**config.mk**
```make
export PLATFORM = sky130hd
export DESIGN_NAME = code_input_cond_flat
export DESIGN_NICKNAME = d
export VERILOG_FILES = /design/src/rtl/code_input_cond_if.sv /design/src/rtl/code_input_cond.sv /design/src/flat_wrapper.sv
export SDC_FILE = /design/constraint.sdc
export NUM_CORES = 1
export LEC_CHECK = 0
export BUFFER_PORTS_ARGS = -buffer_cell sky130_fd_sc_hd__buf_2
export CORE_UTILIZATION = 25
export DETAILED_ROUTE_END_ITERATION = 8
export PLACE_DENSITY_LB_ADDON = 0.3
export SYNTH_ARGS = -nofsm -noshare
export SYNTH_HDL_FRONTEND = slang
export SYNTH_SLANG_ARGS = --single-unit
```
**constraint.sdc**
```tcl
create_clock -name clk -period 2.1 [get_ports clk]
set_clock_uncertainty 0.1 [all_clocks]
set_input_delay 0.42 -clock clk [delete_from_list [all_inputs] [get_ports clk]]
set_output_delay 0.42 -clock clk [all_outputs]
set_load 0.005 [all_outputs]
```
**src/rtl/code_input_cond_if.sv**
```systemverilog
// Handshake-free signal bundle between the button front end and the lock FSM.
// The master side drives buttons and FSM requests; the slave is the conditioner.
interface code_input_cond_if;
    logic [3:0] btn;
    logic       en;
    logic       encnt;
    logic       Din;
    logic       nDin;
    logic       Rin;
    logic       nRin;
    logic       anyIN;
    logic       timeOut;
    logic       cntOut;

    modport master (
        output btn, en, encnt,
        input  Din, nDin, Rin, nRin, anyIN, timeOut, cntOut
    );

    modport slave (
        input  btn, en, encnt,
        output Din, nDin, Rin, nRin, anyIN, timeOut, cntOut
    );
endinterface

```
**src/rtl/code_input_cond.sv**
```systemverilog
// Button sync/debounce, press classification, inactivity timer and
// attempt-count lockout feeding the code-entry lock FSM.
module code_input_cond #(
    parameter int DEBOUNCE_CYCLES = 4,
    parameter int TIMEOUT_CYCLES  = 16,
    parameter int MAX_ATTEMPTS    = 3,
    parameter int LOCKOUT_CYCLES  = 32,
    parameter int D_KEY           = 0,
    parameter int R_KEY           = 1
) (
    input  logic             clk,
    input  logic             reset,
    code_input_cond_if.slave bus
);

    localparam int DBW = (DEBOUNCE_CYCLES > 1) ? $clog2(DEBOUNCE_CYCLES) : 1;
    localparam int TMW = (TIMEOUT_CYCLES > 1) ? $clog2(TIMEOUT_CYCLES) : 1;
    localparam int ATW = $clog2(MAX_ATTEMPTS + 1);
    localparam int LKW = (LOCKOUT_CYCLES > 1) ? $clog2(LOCKOUT_CYCLES) : 1;

    localparam logic [DBW-1:0] DB_LAST = DBW'(DEBOUNCE_CYCLES - 1);
    localparam logic [TMW-1:0] TM_LAST = TMW'(TIMEOUT_CYCLES - 1);
    localparam logic [ATW-1:0] AT_MAX  = ATW'(MAX_ATTEMPTS);
    localparam logic [LKW-1:0] LK_LAST = LKW'(LOCKOUT_CYCLES - 1);
    localparam logic [3:0]     D_MASK  = 4'(1) << D_KEY;
    localparam logic [3:0]     R_MASK  = 4'(1) << R_KEY;

    logic [3:0]          sync1_q, sync1_d;
    logic [3:0]          sync2_q, sync2_d;
    logic [3:0]          stable_q, stable_d;
    logic [3:0]          stable_prev_q, stable_prev_d;
    logic [3:0][DBW-1:0] dbc_q, dbc_d;
    logic [TMW-1:0]      timer_q, timer_d;
    logic [ATW-1:0]      attempts_q, attempts_d;
    logic [LKW-1:0]      lock_cnt_q, lock_cnt_d;
    logic                lock_q, lock_d;
    logic                encnt_dly_q, encnt_dly_d;
    logic                din_q, din_d;
    logic                ndin_q, ndin_d;
    logic                rin_q, rin_d;
    logic                nrin_q, nrin_d;
    logic                any_q, any_d;
    logic                timeout_q, timeout_d;

    logic [3:0] press;
    logic       key_any;
    logic       d_only;
    logic       r_only;
    logic       gate;
    logic       lock_end;
    logic       encnt_rise;

    always_comb begin
        sync1_d       = bus.btn;
        sync2_d       = sync1_q;
        stable_d      = stable_q;
        dbc_d         = '0;
        stable_prev_d = stable_q;

        // A key flips only after DEBOUNCE_CYCLES consecutive mismatches
        for (int k = 0; k < 4; k++) begin
            if (sync2_q[k] != stable_q[k]) begin
                if (dbc_q[k] == DB_LAST) begin
                    stable_d[k] = ~stable_q[k];
                end else begin
                    dbc_d[k] = dbc_q[k] + DBW'(1);
                end
            end
        end

        press   = stable_q & ~stable_prev_q;
        key_any = |press;
        d_only  = (press == D_MASK);
        r_only  = (press == R_MASK);

        encnt_dly_d = bus.encnt;
        encnt_rise  = bus.encnt & ~encnt_dly_q;
        lock_end    = lock_q && (lock_cnt_q == LK_LAST);

        attempts_d = attempts_q;
        if (lock_end) begin
            attempts_d = '0;
        end else if (!lock_q && encnt_rise && attempts_q != AT_MAX) begin
            attempts_d = attempts_q + ATW'(1);
        end

        lock_d     = lock_q ? !lock_end : (attempts_q == AT_MAX);
        lock_cnt_d = '0;
        if (lock_q && !lock_end) begin
            lock_cnt_d = lock_cnt_q + LKW'(1);
        end

        // Outputs are gated by the next lock level so no pulse overlaps cntOut
        gate = ~lock_d;

        timer_d = '0;
        if (bus.en && !key_any && !lock_q && !lock_d && timer_q != TM_LAST) begin
            timer_d = timer_q + TMW'(1);
        end

        timeout_d = gate & ~lock_q & bus.en & ~key_any & (timer_q == TM_LAST);
        din_d     = gate & d_only;
        ndin_d    = gate & key_any & ~d_only;
        rin_d     = gate & r_only;
        nrin_d    = gate & key_any & ~r_only;
        any_d     = gate & key_any;
    end

    always_ff @(posedge clk) begin
        if (reset) begin
            sync1_q       <= '0;
            sync2_q       <= '0;
            stable_q      <= '0;
            stable_prev_q <= '0;
            dbc_q         <= '0;
            timer_q       <= '0;
            attempts_q    <= '0;
            lock_cnt_q    <= '0;
            lock_q        <= 1'b0;
            encnt_dly_q   <= 1'b0;
            din_q         <= 1'b0;
            ndin_q        <= 1'b0;
            rin_q         <= 1'b0;
            nrin_q        <= 1'b0;
            any_q         <= 1'b0;
            timeout_q     <= 1'b0;
        end else begin
            sync1_q       <= sync1_d;
            sync2_q       <= sync2_d;
            stable_q      <= stable_d;
            stable_prev_q <= stable_prev_d;
            dbc_q         <= dbc_d;
            timer_q       <= timer_d;
            attempts_q    <= attempts_d;
            lock_cnt_q    <= lock_cnt_d;
            lock_q        <= lock_d;
            encnt_dly_q   <= encnt_dly_d;
            din_q         <= din_d;
            ndin_q        <= ndin_d;
            rin_q         <= rin_d;
            nrin_q        <= nrin_d;
            any_q         <= any_d;
            timeout_q     <= timeout_d;
        end
    end

    assign bus.Din     = din_q;
    assign bus.nDin    = ndin_q;
    assign bus.Rin     = rin_q;
    assign bus.nRin    = nrin_q;
    assign bus.anyIN   = any_q;
    assign bus.timeOut = timeout_q;
    assign bus.cntOut  = lock_q;

endmodule

```
**src/flat_wrapper.sv**
```systemverilog
// flat-port wrapper written by rule: the top's interface ports become plain ports
module code_input_cond_flat 
#(
    parameter int DEBOUNCE_CYCLES = 4,
    parameter int TIMEOUT_CYCLES  = 16,
    parameter int MAX_ATTEMPTS    = 3,
    parameter int LOCKOUT_CYCLES  = 32,
    parameter int D_KEY           = 0,
    parameter int R_KEY           = 1
)
  (clk, reset, bus_btn, bus_en, bus_encnt, bus_Din, bus_nDin, bus_Rin, bus_nRin, bus_anyIN, bus_timeOut, bus_cntOut);
  code_input_cond_if bus_i ();
  input  logic clk;
  input  logic reset;
  input wire logic [$bits(bus_i.btn)-1:0] bus_btn;
  input wire logic [$bits(bus_i.en)-1:0] bus_en;
  input wire logic [$bits(bus_i.encnt)-1:0] bus_encnt;
  output wire logic [$bits(bus_i.Din)-1:0] bus_Din;
  output wire logic [$bits(bus_i.nDin)-1:0] bus_nDin;
  output wire logic [$bits(bus_i.Rin)-1:0] bus_Rin;
  output wire logic [$bits(bus_i.nRin)-1:0] bus_nRin;
  output wire logic [$bits(bus_i.anyIN)-1:0] bus_anyIN;
  output wire logic [$bits(bus_i.timeOut)-1:0] bus_timeOut;
  output wire logic [$bits(bus_i.cntOut)-1:0] bus_cntOut;
  assign bus_i.btn = bus_btn;
  assign bus_i.en = bus_en;
  assign bus_i.encnt = bus_encnt;
  assign bus_Din = bus_i.Din;
  assign bus_nDin = bus_i.nDin;
  assign bus_Rin = bus_i.Rin;
  assign bus_nRin = bus_i.nRin;
  assign bus_anyIN = bus_i.anyIN;
  assign bus_timeOut = bus_i.timeOut;
  assign bus_cntOut = bus_i.cntOut;
  code_input_cond #(.DEBOUNCE_CYCLES(DEBOUNCE_CYCLES), .TIMEOUT_CYCLES(TIMEOUT_CYCLES), .MAX_ATTEMPTS(MAX_ATTEMPTS), .LOCKOUT_CYCLES(LOCKOUT_CYCLES), .D_KEY(D_KEY), .R_KEY(R_KEY)) u_core (.clk(clk), .reset(reset), .bus(bus_i));
endmodule
```
==> run metrics <==
Crit Path Class=reg -> reg; synthesis-to-layout area growth=16.6%; Clock Path Buffers=2; total track usage=8.13%; CP endpoint kind=flop; Final HPWL DP=1.48 mm; Initial Utilization=26.6%; CTS Hold Bufs=0; area of the multi-input gates=612 µm²; Hold Startpoint=bus_btn[3]; final hold viol count=0; Net Sw Frac=22.8%; Slew @ Worst Pin=0.534 ns; Synth Instances=140; Reg area=861 µm²; IO Pins=15; max-slew violation count=0; antenna violations before repair=0; Antenna Nets Post-Route=0; Worst Setup SP=u_core.lock_cnt_q[0]; Inserted Clock Buffers=5; Final WS setup=0.460 ns; Final Cycle Share=78.1%; worst reg2reg path startpoint=u_core.lock_cnt_q[0]; Die ar.=0.00633 mm²; total clock sinks=43; H-tree depth=2; Tmin final=1.64 ns; row count=27; Mapped Avg Cell Area=10.7 µm²; Via density=3.94; Cell Area, Synth=0.00150 mm²; CTS clk-pin slew, worst paths=0.09 ns; Yosys reg bits=43; Routed Wire Length=2.12 mm; core area=0.00564 mm²; Clk network pwr share=36.6%; postcts setup bufs=0; first-pass GRT wire length=3.68 mm; Post-Route Setup TNS=0 ns; total leakage power=0.734 nW; Clk Latency, worst-skew pair=0.30 ns; final setup fails=0; max frequency=610 MHz; Flop pwr share=59.4%; via count=919; sequential area share after synthesis=57.3%; WP data arrival=1.77 ns; Combinational Power Share=4.0%; # fillers=589; number of global-route vias before repair=860; antenna cells=0; 1st-iter DRT viols=8; asr flop ratio synth=0%; fraction of layout cells with a size suffix above 1=16.1%; RSZ-0062 raised after global routing=no; wire length per cell=9.11 µm; DIE WIDTH=79.5 µm; yosys warns=0; pin count of the biggest net entering global routing=27; maximum VDD drop=0.000346 V; GRT overflow=0; Max Cap Viol=0; chip height=79.5 µm; worst min path class=in -> reg; outcome=finished, final reports clean; CTS tree=yes; final net count=176; Critical Path Start Type=flop; pre-CTS setup slack=0.463 ns; CTS-repair resized insts=0; Post-synth EDFFs=0; RD Place Congestion=0.677; # port buffers=14; clk root buf=clkbuf_8; DRT Pass-1 Iters=4; Net Count, Synth=156; switching pwr=0.000323 W; Slew headroom=63.9%; pwr dens=808 mW/mm²; residual DRC count=0; Top FF cell, synth=dfxtp_1; CP max FO=5; Crit path required time=2.23 ns; Pint=0.00109 W; Synth cell types=23
-- cell type report --
cell class / count / area share (%)
sequential: 43 / 49.1
multi-input combinational: 89 / 34.9
tap: 72 / 5.14
timing repair buffer: 15 / 4.43
clock buffer: 5 / 3.93
inverter: 6 / 1.29
clock inverter: 3 / 1.14
-- per-stage QoR --
stage	utilization (%)	area, µm²	std cells	total power, W	hold WS, ns
global placement	29.5	1660	225	0.000917	0.309
floorplan	-	1500	140	0.000900	0.297
CTS	31.0	1750	233	0.00144	0.213
global route	31.0	1750	233	0.00148	0.217
detailed placement	29.5	1660	225	0.000918	0.311
finish	31.0	1750	233	0.00142	0.222
-- cells in the final DEF, fill, tap and decap left out --
master,n
nand3_1,5
a21oi_1,1
or3_1,4
xor2_1,2
clkbuf_8,5
mux2i_1,5
dfxtp_1,43
clkinv_2,1
nor3_2,1
nand4_1,1
a21o_1,1
nand2b_1,5
a211o_1,1
or4b_4,1
ha_1,8
and2_1,2
nor2_1,18
nand2b_4,1
buf_2,14
nor2b_1,17
nor4b_1,1
nor3_1,7
xnor2_1,7
buf_4,1
clkinvlp_4,2
and3_1,1
inv_1,6
-- cells by family after synthesis --
| group | after synthesis | synth area share, % |
|---|---|---|
| DFF | 43 | 57.3 |
| AOI/OAI and AO/OA | 3 | 1.42 |
| buffers and inverters | 8 | 2.00 |
| and+or+nand+nor | 64 | 24.1 |
| muxes | 5 | 3.33 |
| xor gates and xnor gates | 9 | 5.25 |
| adders and majority gates | 8 | 6.66 |
-- layer usage --
layer	GRT usage (%)	up-vias	part of all wire, %
met3	4.23	4	5.7
met5	0	-	0
li1	-	495	-
met4	6.55	0	3.7
met2	10.6	19	37
met1	9.71	401	54
-- synthesized netlist by cell type, types with 2 or more instances --
| cell | count | area [µm²] |
|---|---|---|
| or3_1 | 4 | 25.0 |
| inv_1 | 6 | 22.5 |
| nand2b_1 | 5 | 31.3 |
| nor2b_1 | 17 | 106 |
| xor2_1 | 2 | 17.5 |
| and2_1 | 2 | 12.5 |
| mux2i_1 | 5 | 50.1 |
| dfxtp_1 | 43 | 861 |
| nand3_1 | 5 | 25.0 |
| clkbuf_1 | 2 | 7.51 |
| ha_1 | 8 | 100 |
| xnor2_1 | 7 | 61.3 |
| nor2_1 | 18 | 67.6 |
| nor3_1 | 7 | 35.0 |
-- flip-flops by register name, indices dropped and copies added (netlist names), 2 cells and up --
| register | cells |
|---|---|
| u_core.dbc_q | 8 |
| u_core.lock_cnt_q | 5 |
| u_core.stable_prev_d | 4 |
| u_core.stable_prev_q | 4 |
| u_core.sync1_q | 4 |
| u_core.sync2_q | 4 |
| u_core.timer_q | 4 |
| u_core.attempts_q | 2 |
-- path summary, 6_finish.rpt --
check | to | slack [ns] | cells after the start
worst max-delay path | u_core.bus.Din | 0.46 | 6
worst min-delay path | u_core.sync1_q[3] | 0.22 | 2
worst max register to register | u_core.bus.Din | 0.46 | 6
worst min register to register | u_core.dbc_q[2] | 0.32 | 1
-- power groups by stage --
stage	Clock (W)	Sequential, W	Combinational [W]
floorplan	0	0.000859	0.0000407
global placement	0	0.000860	0.0000562
detailed placement	0	0.000861	0.0000574
CTS	0.000544	0.000842	0.0000578
global route	0.000574	0.000844	0.0000657
finish	0.000518	0.000841	0.0000561
-- worst max-delay path, stage by stage (launching register included) --
cell	delay [ns]
dfxtp_1	0.36
ha_1	0.18
and3_1	0.16
ha_1	0.18
nor2b_1	0.08
a211o_1	0.33
nor3_1	0.20
(Power assumes the default switching activity.)
